[src/rtl/dnoc_pkg.sv]
// Shared dnoc definitions: head-flit layout, decoded head descriptor, channel FSM states.
package dnoc_pkg;

   localparam int unsigned FLIT_W = 256;
   localparam int unsigned LEN_W  = 13;
   localparam int unsigned ADDR_W = 25;
   localparam int unsigned ID_W   = 4;
   localparam int unsigned LOOP_N = 4;

   // Head-flit bit positions
   localparam int unsigned HD_TGT_LSB      = 0;
   localparam int unsigned HD_RD_RET_BIT   = 12;
   localparam int unsigned HD_RD_DMA_BIT   = 13;
   localparam int unsigned HD_SRC_LSB      = 14;
   localparam int unsigned HD_ADDR_LSB     = 18;
   localparam int unsigned HD_LEN_LSB      = 43;
   localparam int unsigned HD_GAP_LSB      = 56;
   localparam int unsigned HD_LOOP_LEN_LSB = 108;
   localparam int unsigned HD_MC_BIT       = 255;

   // Node-local id reserved for the DMA engine
   localparam logic [ID_W-1:0] DMA_ID = 4'hF;

   typedef enum logic [1:0] {
      StIdle = 2'd0,
      StHdr  = 2'd1,
      StData = 2'd2
   } dnoc_state_e;

   typedef enum logic {
      DestCore = 1'b0,
      DestDma  = 1'b1
   } dnoc_dest_e;

   typedef struct packed {
      logic                         mc;
      logic [LOOP_N-1:0][LEN_W-1:0] loop_lenth;
      logic [LOOP_N-1:0][LEN_W-1:0] loop_gap;
      logic [LEN_W-1:0]             lenth;
      logic [ADDR_W-1:0]            base_addr;
      logic [ID_W-1:0]              src_id;
      logic                         rd_ret;
      logic [ID_W-1:0]              tgt;
   } dnoc_head_t;

   // Read returns may be steered to the DMA; writes always land in the DMA
   function automatic dnoc_dest_e dnoc_dest_sel(input logic rd_ret, input logic rd_dma);
      if (rd_ret && !rd_dma) begin
         return DestCore;
      end
      return DestDma;
   endfunction

endpackage

[src/rtl/dnoc_head_dec.sv]
// Combinational head-flit decoder: raw flit to descriptor plus destination select.
module dnoc_head_dec
   import dnoc_pkg::*;
(
   input  logic [FLIT_W-1:0] flit,
   output dnoc_head_t        head,
   output dnoc_dest_e        dest
);

   // Reserved head bits are ignored
   logic unused_flit;
   assign unused_flit = ^{flit[254:HD_LOOP_LEN_LSB+LOOP_N*LEN_W], flit[11:ID_W]};

   // Slice fields out of the head flit
   always_comb begin
      head            = '0;
      head.mc         = flit[HD_MC_BIT];
      head.loop_lenth = flit[HD_LOOP_LEN_LSB +: LOOP_N*LEN_W];
      head.loop_gap   = flit[HD_GAP_LSB +: LOOP_N*LEN_W];
      head.lenth      = flit[HD_LEN_LSB +: LEN_W];
      head.base_addr  = flit[HD_ADDR_LSB +: ADDR_W];
      head.src_id     = flit[HD_SRC_LSB +: ID_W];
      head.rd_ret     = flit[HD_RD_RET_BIT];
      head.tgt        = flit[HD_TGT_LSB +: ID_W];
      dest            = dnoc_dest_sel(flit[HD_RD_RET_BIT], flit[HD_RD_DMA_BIT]);
   end

endmodule

[src/rtl/dnoc_itf_in_d_channel.sv]
// Ingress d-channel: registers the head descriptor, then steers payload to core or DMA sink.
module dnoc_itf_in_d_channel
   import dnoc_pkg::*;
#(
   parameter logic [ID_W-1:0] NODE_ID = 4'd0
) (
   input  logic                         clk,
   input  logic                         rst_n,
   input  logic [FLIT_W-1:0]            out_flit,
   input  logic                         out_last,
   input  logic                         out_valid,
   output logic                         out_ready,
   output logic [ADDR_W-1:0]            hd_base_addr,
   output logic [LEN_W-1:0]             hd_lenth,
   output logic [LOOP_N-1:0][LEN_W-1:0] hd_loop_lenth,
   output logic [LOOP_N-1:0][LEN_W-1:0] hd_loop_gap,
   output logic [ID_W-1:0]              hd_src_id,
   output logic                         hd_mc,
   output logic                         hd_rd_ret,
   output logic                         hd_core_valid,
   output logic                         hd_dma_valid,
   input  logic                         hd_core_ack,
   input  logic                         hd_dma_ack,
   output logic [FLIT_W-1:0]            core_rd_noc_in_data,
   output logic                         core_rd_noc_in_valid,
   output logic                         core_rd_noc_in_last,
   input  logic                         core_rd_noc_in_ready,
   output logic [FLIT_W-1:0]            dma_wr_noc_in_data,
   output logic                         dma_wr_noc_in_valid,
   output logic                         dma_wr_noc_in_last,
   input  logic                         dma_wr_noc_in_ready,
   output logic                         err_len,
   output logic                         err_id,
   input  logic                         err_clr
);

   dnoc_state_e      state_q, state_d;
   dnoc_head_t       head_q, head_d, dec_head;
   dnoc_dest_e       dest_q, dest_d, dec_dest;
   logic             hlast_q, hlast_d;
   logic             live_q, live_d;
   logic             core_v_q, core_v_d;
   logic             dma_v_q, dma_v_d;
   logic [LEN_W-1:0] cnt_q, cnt_d;
   logic             err_len_q, err_len_d;
   logic             err_id_q, err_id_d;
   logic             sink_rdy;

   dnoc_head_dec u_head_dec (
      .flit (out_flit),
      .head (dec_head),
      .dest (dec_dest)
   );

   // Next-state, handshake and payload steering
   always_comb begin
      state_d   = state_q;
      head_d    = head_q;
      dest_d    = dest_q;
      hlast_d   = hlast_q;
      live_d    = 1'b1;
      core_v_d  = core_v_q;
      dma_v_d   = dma_v_q;
      cnt_d     = cnt_q;
      err_len_d = err_clr ? 1'b0 : err_len_q;
      err_id_d  = err_clr ? 1'b0 : err_id_q;
      out_ready = 1'b0;
      sink_rdy  = (dest_q == DestDma) ? dma_wr_noc_in_ready : core_rd_noc_in_ready;

      core_rd_noc_in_data  = out_flit;
      core_rd_noc_in_last  = out_last;
      core_rd_noc_in_valid = 1'b0;
      dma_wr_noc_in_data   = out_flit;
      dma_wr_noc_in_last   = out_last;
      dma_wr_noc_in_valid  = 1'b0;

      unique case (state_q)
         StIdle: begin
            // live_q holds ready low through the first cycle out of reset
            out_ready = live_q;
            if (out_valid && live_q) begin
               head_d   = dec_head;
               dest_d   = dec_dest;
               hlast_d  = out_last;
               core_v_d = (dec_dest == DestCore);
               dma_v_d  = (dec_dest == DestDma);
               state_d  = StHdr;
               if (!dec_head.mc && (dec_head.tgt != NODE_ID)) begin
                  err_id_d = 1'b1;
               end
            end
         end
         StHdr: begin
            if ((core_v_q && hd_core_ack) || (dma_v_q && hd_dma_ack)) begin
               core_v_d = 1'b0;
               dma_v_d  = 1'b0;
               cnt_d    = '0;
               state_d  = hlast_q ? StIdle : StData;
            end
         end
         StData: begin
            out_ready            = sink_rdy;
            core_rd_noc_in_valid = out_valid && (dest_q == DestCore);
            dma_wr_noc_in_valid  = out_valid && (dest_q == DestDma);
            if (out_valid && sink_rdy) begin
               if (cnt_q != '1) begin
                  cnt_d = cnt_q + 13'd1;
               end
               if (out_last) begin
                  state_d = StIdle;
                  // Widened compare so a saturated count still mismatches
                  if (!head_q.rd_ret &&
                      (({1'b0, cnt_q} + 14'd1) != {1'b0, head_q.lenth})) begin
                     err_len_d = 1'b1;
                  end
               end
            end
         end
         default: state_d = StIdle;
      endcase
   end

   // State and registered descriptor
   always_ff @(posedge clk or negedge rst_n) begin
      if (!rst_n) begin
         state_q   <= StIdle;
         head_q    <= '0;
         dest_q    <= DestCore;
         hlast_q   <= 1'b0;
         live_q    <= 1'b0;
         core_v_q  <= 1'b0;
         dma_v_q   <= 1'b0;
         cnt_q     <= '0;
         err_len_q <= 1'b0;
         err_id_q  <= 1'b0;
      end else begin
         state_q   <= state_d;
         head_q    <= head_d;
         dest_q    <= dest_d;
         hlast_q   <= hlast_d;
         live_q    <= live_d;
         core_v_q  <= core_v_d;
         dma_v_q   <= dma_v_d;
         cnt_q     <= cnt_d;
         err_len_q <= err_len_d;
         err_id_q  <= err_id_d;
      end
   end

   // Target is only checked at capture time
   logic [ID_W-1:0] unused_tgt;
   assign unused_tgt = head_q.tgt;

   assign hd_base_addr  = head_q.base_addr;
   assign hd_lenth      = head_q.lenth;
   assign hd_loop_lenth = head_q.loop_lenth;
   assign hd_loop_gap   = head_q.loop_gap;
   assign hd_src_id     = head_q.src_id;
   assign hd_mc         = head_q.mc;
   assign hd_rd_ret     = head_q.rd_ret;
   assign hd_core_valid = core_v_q;
   assign hd_dma_valid  = dma_v_q;
   assign err_len       = err_len_q;
   assign err_id        = err_id_q;

endmodule
[config.mk]
export PLATFORM = sky130hd
export DESIGN_NAME = dnoc_itf_in_d_channel
export DESIGN_NICKNAME = d
export VERILOG_FILES = /design/src/rtl/dnoc_pkg.sv /design/src/rtl/dnoc_head_dec.sv /design/src/rtl/dnoc_itf_in_d_channel.sv
export SDC_FILE = /design/constraint.sdc
export NUM_CORES = 1
export LEC_CHECK = 0
export CAP_MARGIN = 5
export CELL_PAD_IN_SITES_DETAIL_PLACEMENT = 1
export CELL_PAD_IN_SITES_GLOBAL_PLACEMENT = 1
export CORE_AREA = 4 4 365 367
export CTS_CLUSTER_DIAMETER = 30
export DETAILED_ROUTE_END_ITERATION = 10
export DIE_AREA = 0 0 369 371
export PLACE_DENSITY_LB_ADDON = 0.15
export SYNTH_ARGS = -nofsm -noshare
export SYNTH_HDL_FRONTEND = slang
export SYNTH_SLANG_ARGS = --single-unit
[constraint.sdc]
create_clock -name clk -period 2.66 [get_ports clk]
set_input_delay 0.532 -clock clk [delete_from_list [all_inputs] [get_ports clk]]
set_output_delay 0.532 -clock clk [all_outputs]
set_load 0.01 [all_outputs]
==> metrics, run 1 <==
Fin. Hold Viols 0; Clock Latency Late Sink 500 ps; Worst path top cell family by delay buffers and inverters; Syn Nets around 1600; Num CTS Buffers 17; Peak supply drop between 0.4 and 0.5 mV; post-CTS setup buffer count 0; FF+latch count, synth 170; crit path buf inv count 2; first-pass GRT wire length 69100 um; Final Wtd Congestion 0.674; Reg2Reg Depth 7; initial antenna violation count 2; DR iter-0 viols roughly 230; setup slack at placement 50.2 ps; Crit path depth 3; Hold Slack 41.3 ps; Final #Nets about 1700; vias in the first global route 9323; maximum fanout along the worst path 5; final worst path period share 96.9%; Synth Flop Type dfrtp_1; RSZ-0062 raised after global routing false; hold buffers post-CTS 0; clk slew on worst S/H paths 80 ps; status complete, no violations; GRT Resource Usage Total 7.00%; PortBufs 624; CP Cell Sequence clkdlybuf4s50_1 > and3_1 > clkdlybuf4s50_1; H-tree depth 4; post-route worst setup slack 82.5 ps; Async SR Flop Fraction 100%; pwr dens between 800 and 900 mW/mm^2; count of different cell masters after synthesis 50; largest net degree at the start of global routing 79; EDFF count, synth 0; area of the die 0.137 sq mm; layout cell share with drive strength beyond 1 approximately 6%; R2R Setup Slk 360 ps; CP Class input port to output port; # DRC 0; fin. max-slew vios 0; area grow syn2layout 49.7%; Rel. slew slack 55.5%; post-synthesis cell count 1311; Die Span Y 371 um; DR WL/cell between 15 and 20 um; Cell Rows about 130; leakage power 6.68 nW; Crit. End Element output port; DRT antenna net count 0; Filler cells 15400; Slowest-stage cell, CP clkdlybuf4s50_1; Detailed Place HPWL 39500 um; Core Region 0.129 sq mm; # IOs between 900 and 1000; Clock Skew 15.8 ps; yosys warns 0; drt pass-1 iters 4; Max Clk Rate about 390 MHz; setup total negative slack 0 ps; final wirelength approximately 49000 um; clk sink count 170; Critical Path Max Stage Delay 730 ps; final global-route overflow total 0; Bufs on Longest Clock Path 2; Cell Area, Synth roughly 0.011 sq mm; CTS tree built; Root Buffer clkbuf_16; HP Class input port to asynchronous set/reset pin; maxcap violations 0; CP Launch Type input port; Critical Path RT about 2100 ps; initial core utilization 8.43%; CP arrival 2050 ps; Final Critical Period 2580 ps; CP most frequent cell clkdlybuf4s50_1; post-synthesis area per instance 8.32 sq um; vias 8170; worst-margin pin slew 668 ps; final setup fails 0; post-layout util about an eighth; register area share after synthesis about two fifths; DR vias/cell 2.56; width of the die 369 um
[worst reg2reg max path, stage by stage (launching register included)]
cell	delay (ps)
dfrtp_1	400
ha_1	310
nand3_4	180
nor4_4	330
a21o_1	610
nor2b_1	110
o21ai_1	140
o31ai_1	90
[layout by cell type (no fill, tap or decap), drive strengths merged, types with 3 or more instances in the layout]
master,instances
a21oi,3
and3,4
buf,38
bufinv,4
clkbuf,20
clkdlybuf4s50,622
clkinvlp,3
dfrtp,170
inv,9
nand2,465
nand3,7
nand4,3
nor2,15
nor2b,5
nor3,3
o21ai,20
o31ai,6
o41ai,4
xnor2,12
xor2,7
[cell usage after synthesis, types with 3 or more instances]
library cell  count  share of area [%]
and3_1            4               0.23
nand3_1           4               0.18
o31ai_1           6               0.41
o21ai_1          11               0.50
o21ai_0           8               0.37
xnor2_1          12               0.96
buf_4           516                 36
dfrtp_1         170                 39
nor2_1           15               0.52
nor2b_1           5               0.29
inv_1             6               0.21
o41ai_1           4               0.32
nand2_1         464                 16
clkbuf_1         23               0.79
buf_2            13               0.60
xor2_1            7               0.56
a21oi_1           3               0.14
[where the power goes]
| part | total, mW | internal [mW] | leakage, nW | switching, mW |
|---|---|---|---|---|
| logic | 6.47 | 3.33 | 4.25 | 3.14 |
| clock network | 2.92 | 1.63 | 0.303 | 1.30 |
| registers | 4.52 | 3.76 | 2.13 | 0.761 |
[path summary, 6_finish.rpt]
kind,end,from
setup / recovery,dma_wr_noc_in_valid,out_valid
hold / removal,hd_src_id[3]$_DFFE_PN0P_,rst_n
setup reg to reg,cnt_q[10]$_DFFE_PN0P_,cnt_q[1]$_DFFE_PN0P_
hold reg to reg,hd_loop_gap[48]$_DFFE_PN0P_,hd_loop_gap[48]$_DFFE_PN0P_
max in group asynchronous,cnt_q[4]$_DFFE_PN0P_,rst_n
min in group clk,hd_loop_gap[48]$_DFFE_PN0P_,hd_loop_gap[48]$_DFFE_PN0P_
[area by class of cell]
type	instances	area, sq um	area share [%]
inverter	6	22.5	0.138
clock buffer	19	453	2.77
multi-input combinational	580	2590	15.9
timing repair buffer	662	6630	40.6
antenna	1	2.50	0.0153
clock inverter	12	186	1.14
tap	1742	2180	13.3
sequential	170	4260	26.1
[sequential cells by signal, indices dropped and copies added (netlist names)]
name and cells:
hd_loop_lenth 52, err_len 1, hd_src_id 4, hd_core_valid 1, hd_mc 1, cnt_q 13, err_id 1, hd_lenth 13
live_q 1, state_q 2, hd_rd_ret 1, dest_q 1, hlast_q 1, hd_dma_valid 1, hd_loop_gap 52, hd_base_addr 25
[timing repair]
action | 4_1_cts | 5_1_grt
endpoints found under the setup margin | 3 | 0
hold endpoints to repair | 0 | 0
resized for setup | 4 | 0
[routing by layer]
layer	up-vias	wire (um)	global-route usage (%)
met5	-	0	0
met3	98	3600	2.34
met4	0	1440	3.28
li1	3782	-	-
met1	3933	19000	7.67
met2	357	25100	12.2
[kinds of logic after synthesis]
family,after synthesis,synth area share [%]
AOI/OAI and AO/OA,45,2.79
xor gates and xnor gates,19,1.53
adders and majority gates,1,0.115
buffers and inverters,561,37.4
DFF,170,39.0
muxes,2,0.195
other,1,0.0344
and+or+nand+nor,512,19.0
[per-stage QoR]
stage	area [sq um]	cells	power [mW]
floorplan	10900	1311	7.33
global placement	15700	3160	11.3
global route	16300	3191	15.1
detailed placement	15700	3160	11.3
finish	16300	3192	13.9
CTS	16300	3191	14.5
Note: power is estimated with default switching activity, not from simulation.
==> inputs of run 2 (changes only) <==
Settings changed: RECOVER_POWER set to 100.
==> run 2 against run 1 <==
  * The flow now finishes with violations (max-capacitance violations, max-slew violations)
  * Worst hold slack gained 430 ps
  * Fmax is essentially flat
  * Final cell count stayed put
  * Highest routed layer unchanged
==> metrics, run 2 (synthesis gave the netlist of run 1 again) <==
final wirelength 49100 um (-0.22%); fin. max-slew vios 51 (+51); Peak supply drop 0.426 mV (+0.11%); Core Region 0.129 sq mm (unchanged); clk slew on worst S/H paths 70 ps (about the same); initial core utilization 8.43% (unchanged); DRT antenna net count 0 (unchanged); switching power 5.11 mW (-1.7%); vias 8191 (+0.26%); Detailed Place HPWL 39500 um (unchanged); # DRC 0 (unchanged); Clock power frac 22.0% (+1.0 points); Root Buffer clkbuf_16; DR WL/cell 15.4 um (-0.22%); worst-margin pin slew 1880 ps (+1210 ps); maximum fanout along the worst path 5 (unchanged); Final #Nets 1703 (unchanged); Final Critical Period 2580 ps (-1.11 ps); status finished with violations; CP Launch Type input port; most frequent cells in the layout 464 x nand2_1, 460 x dlygate4sd3_1, 170 x dfrtp_1; vias in the first global route 9323 (unchanged); final worst path period share 96.9% (about the same); final global-route overflow total 0 (unchanged); Critical Path RT 2130 ps (about the same); Num CTS Buffers 17 (unchanged); Gate power share 44.3% (-2.2 points); Fin. Hold Viols 0 (unchanged); area of the die 0.137 sq mm (unchanged); CTS tree built; layout cell share with drive strength beyond 1 4.69% (-1.3 points); # IOs 934 (unchanged); pwr dens 819 mW/mm^2 (-3.9%); Hold Slack 467 ps (+426 ps); Clock Skew 16.4 ps (+0.625 ps); H-tree depth 4 (unchanged); DR iter-0 viols 254 (+12%); drt pass-1 iters 4 (unchanged); sw frac 38.5% (+1.2 points); GRT Resource Usage Total 7.00% (unchanged); Post-Place Cells 3160 (unchanged); width of the die 369 um (unchanged); Final Wtd Congestion 0.674 (unchanged); Crit. End Element output port; CP arrival 2040 ps (about the same); maxcap violations 1 (+1); CP Class input port to output port; setup total negative slack 0 ps (unchanged); RSZ-0062 raised after global routing false; area grow syn2layout 48.4%; post-route insts no fill 3192 (unchanged); Rel. slew slack -25.3% (-81 points); DR vias/cell 2.57 (+0.26%); HP Class register to register; final setup fails 0 (unchanged); first-pass GRT wire length 69100 um (unchanged); Die Span Y 371 um (unchanged); Clock Latency Late Sink 510 ps (about the same); largest net degree at the start of global routing 79 (unchanged); Filler cells 15400 (+0.11%); PortBufs 624 (unchanged); post-CTS setup buffer count 0 (unchanged); total power 13.3 mW (-4.7%); leakage power 6.88 nW (+3.0%); most common cell after layout, fill and taps aside nand2_1; Cell Rows 132 (unchanged); clk sink count 170 (unchanged); Bufs on Longest Clock Path 2 (unchanged); Max Clk Rate 388 MHz (about the same); Pint 8.15 mW (-6.6%); initial antenna violation count 6 (+4); violated checks max-capacitance violations, max-slew violations; Seq pwr share 33.7% (+1.2 points)
[run 2: per-stage QoR]
step | setup WS [ps] | instance area [sq um] | util [%]
2_1_floorplan | 901 | 10900 | -
3_3_place_gp | 34.0 | 15700 | 12.1
3_5_place_dp | 50.2 | 15700 | 12.1
4_1_cts | 50.2 | 16300 | 12.6
5_1_grt | 0.481 | 16200 | 12.5
6_report | 83.6 | 16200 | 12.5
[run 2: worst max-delay path, stage by stage]
cell and delay [ps]:
clkdlybuf4s50_1 730, and3_1 240, clkdlybuf4s50_1 540
[run 2: power by group through the flow]
stage	Sequential [mW]	Clock, mW	Combinational (mW)
4_1_cts	4.58	3.18	6.75
3_5_place_dp	4.60	0	6.72
3_3_place_gp	4.56	0	6.75
6_report	4.47	2.92	5.87
2_1_floorplan	5.01	0	2.32
5_1_grt	4.67	3.23	6.53
[run 2: layer usage]
| layer | global-route usage [%] | routed length, um | vias to the layer above |
|---|---|---|---|
| met4 | 3.28 | 1490 | 0 |
| li1 | - | - | 3785 |
| met1 | 7.67 | 18900 | 3939 |
| met2 | 12.2 | 25100 | 359 |
| met3 | 2.34 | 3570 | 108 |
| met5 | 0 | 0 | - |
[run 2: final timing paths]
check                                             from                       endpoint  slack, ps  cells after the start
max                                          out_valid            dma_wr_noc_in_valid         80                      3
min                        hd_loop_gap[48]$_DFFE_PN0P_    hd_loop_gap[48]$_DFFE_PN0P_        470                      2
max reg2reg                       cnt_q[1]$_DFFE_PN0P_          cnt_q[10]$_DFFE_PN0P_        340                      7
min reg2reg                hd_loop_gap[48]$_DFFE_PN0P_    hd_loop_gap[48]$_DFFE_PN0P_        470                      2
max in group asynchronous                        rst_n  hd_loop_lenth[20]$_DFFE_PN0P_        540                      2
min in group asynchronous                        rst_n       hd_src_id[3]$_DFFE_PN0P_        530                      1
[run 2: layout make-up]
class | count | area [sq um] | area share [%]
Timing Repair Buffer | 662 | 6520 | 40.2
Sequential cell | 170 | 4250 | 26.3
Inverter | 6 | 22.5 | 0.139
Clock buffer | 19 | 453 | 2.80
Tap cell | 1742 | 2180 | 13.5
Multi-Input combinational cell | 580 | 2580 | 15.9
Clock inverter | 12 | 186 | 1.15
Antenna cell | 1 | 2.50 | 0.0155
[run 2: what timing repair did]
| item | 4_1_cts | 5_1_grt |
|---|---|---|
| hold buffers | 0 | 0 |
| setup endpoints to repair | 3 | 0 |
| hold endpoints to repair | 0 | 0 |
| gates resized for setup | 4 | 0 |
==> inputs of run 3 (changes only) <==
Settings changed: CORE_AREA 4 4 365 367 to 4 4 357 359, DIE_AREA 0 0 369 371 to 0 0 361 363, GPL_TIMING_DRIVEN set to 0.
Clock period 2.66 ns to 2.2 ns, I/O delays scaled along.
==> run 3 against run 2 <==
  * The flow now finishes without violations
  * Total power up 37%
  * Setup slack worse by 47 ps
  * First-iteration DRC count up 13%
  * Design area up 36%
  * Count of clock-buffer cells in the layout up 3
  * Sequential share of layout area down 7.0 points
  * Critical endpoint is now core_rd_noc_in_data[20]
  * Utilization up 5.3 points
  * Clock skew down 5.9 ps
  * Die area down 4.3%
  * Combinational power up 57%
  * Critical path depth unchanged
  * Via count up 34%
==> metrics, run 3 (synthesis gave the netlist of run 1 again) <==
status complete, no violations; Hold Slack 313 ps (-154 ps); Peak supply drop 0.630 mV (+48%); DR WL/cell 16.3 um (+5.9%); setup slack at placement -1710 ps (-1760 ps); Max Clk Rate ~460 MHz; area of the die 0.131 sq mm (-4.3%); initial core utilization 8.81% (+0.39 points); clk sink count 170 (unchanged); RSZ-0062 raised after global routing true; Hold Path Stages 3 (+1); Bufs on Longest Clock Path 2 (unchanged); final worst path period share 98.3%; area of the multi-input gates 0.00263 sq mm (+2.1%); worst-margin pin slew 1360 ps (-517 ps); most common cell after layout, fill and taps aside clkdlybuf4s50_1; Reg2Reg Depth 8 (+1); Core Region 0.124 sq mm (-4.4%); Final Wtd Congestion 0.718 (+6.5%); final global-route overflow total 0 (unchanged); largest net degree at the start of global routing 89 (+13%); most frequent cells in the layout 592 x clkdlybuf4s50_1, 525 x buf_4, 464 x nand2_1; CP arrival 1720 ps (-320 ps); DR vias/cell 2.88 (+12%); leakage power 10.1 nW (+46%); Filler cells 14500 (-5.3%); Clock Latency Late Sink 490 ps (-20 ps); crit path launch out_flit[20]; Hold Startpoint out_flit[77]; final setup fails 0 (unchanged); drt pass-1 iters 4 (unchanged); Hold Path End hd_loop_gap[21]$_DFFE_PN0P_; DR iter-0 viols 288 (+13%); Clock Skew 10.5 ps (-5.91 ps); Final Critical Period 2160 ps; layout cell share with drive strength beyond 1 27.8% (+23 points); Detailed Place HPWL 53300 um (+35%); worst reg2reg endpoint cnt_q[6]$_DFFE_PN0P_; WL met1 22900 um (+22%); r2r startpoint cnt_q[0]$_DFFE_PN0P_; initial antenna violation count 5 (-1); Cell Rows 129 (-2.3%); area grow syn2layout 102%; # IOs 934 (unchanged); Final #Nets 2437 (+43%); maximum fanout along the worst path 3 (-2); R2R Setup Slk 160 ps (-180 ps); CP Launch Type input port; final wirelength 62200 um (+27%); Fin. Hold Viols 0 (unchanged); HP Class input port to register; GRT Resource Usage Total 9.10% (+2.1 points); Crit. End Element output port; Rel. slew slack 9.11% (+34 points); DR top layer met5; Root Buffer clkbuf_16; clk slew on worst S/H paths 70 ps (about the same); maxcap violations 0 (-1); Critical Path RT 1760 ps (-370 ps); Die Span Y 363 um (-2.2%); H-tree depth 4 (unchanged); CTS tree built; vias 11000 (+34%); Register Area 0.00426 sq mm (about the same); PortBufs 830 (+33%); first-pass GRT wire length 86700 um (+25%); metal2 WL 33300 um (+33%); vias in the first global route 12100 (+30%); fin. max-slew vios 0 (-100%); CP Class input port to output port; post-route worst setup slack 36.9 ps (-46.7 ps); pwr dens 821 mW/mm^2 (+0.24%); post-layout util 17.8% (+5.3 points); WL met3 5120 um (+43%); Num CTS Buffers 17 (unchanged); DRT antenna net count 0 (unchanged); # DRC 0 (unchanged); width of the die 361 um (-2.2%); total power 18.1 mW (+37%)
[run 3: per-stage QoR]
step                      instances  TNS (ps)  cell area [sq um]
after floorplan                1311         0              10900
after global placement         3778  -1634710              21300
after detailed placement       3780   -188560              21300
after CTS                      3817     -94.0              22000
after global routing           3820      -118              22000
final                          3822         0              22100
[run 3: layout make-up]
type,instances,share of cell area (%)
diodes,2,0.0227
multi-input cells,580,11.9
well taps,1637,9.29
clock inverters,9,0.624
clock buffers,22,2.15
repair buffers,842,38.1
plain buffers,554,18.5
flip-flops and latches,170,19.3
inverters,6,0.102
[run 3: report_power, final]
part,internal (mW),switching (mW),leakage (nW)
clock,1.88,1.49,0.297
combinational,4.84,4.36,7.63
sequential,4.55,0.975,2.13
[run 3: how the worst max path moves through the flow]
stage	end	slack (ps)	cells past startpoint
4_1_cts	out_ready	-90	4
2_1_floorplan	cnt_q[6]$_DFFE_PN0P_	440	8
6_report	core_rd_noc_in_data[20]	40	3
5_1_grt	out_ready	-60	4
3_5_place_dp	hd_base_addr[21]$_DFFE_PN0P_	-1710	8
3_3_place_gp	hd_base_addr[7]$_DFFE_PN0P_	-7750	1
[run 3: layer usage]
layer  vias to the layer above  global-route usage [%]
met4                         4                    2.09
met5                         -                       0
met1                      5202                    9.46
li1                       5245                       -
met3                        39                    3.57
met2                       500                    17.2
[run 3: worst max-delay path, cell delays in order]
cell and delay, ps:
clkdlybuf4s50_1 550, buf_4 160, clkdlybuf4s50_1 560
[run 3: timing repair]
item	4_1_cts	5_1_grt
resized for setup	61	14
gates cloned	0	0
buffers inserted	6	3
setup endpoints to repair	180	83
endpoints found under the hold margin	73	0
pin swaps	2	2
hold buffers	1	0
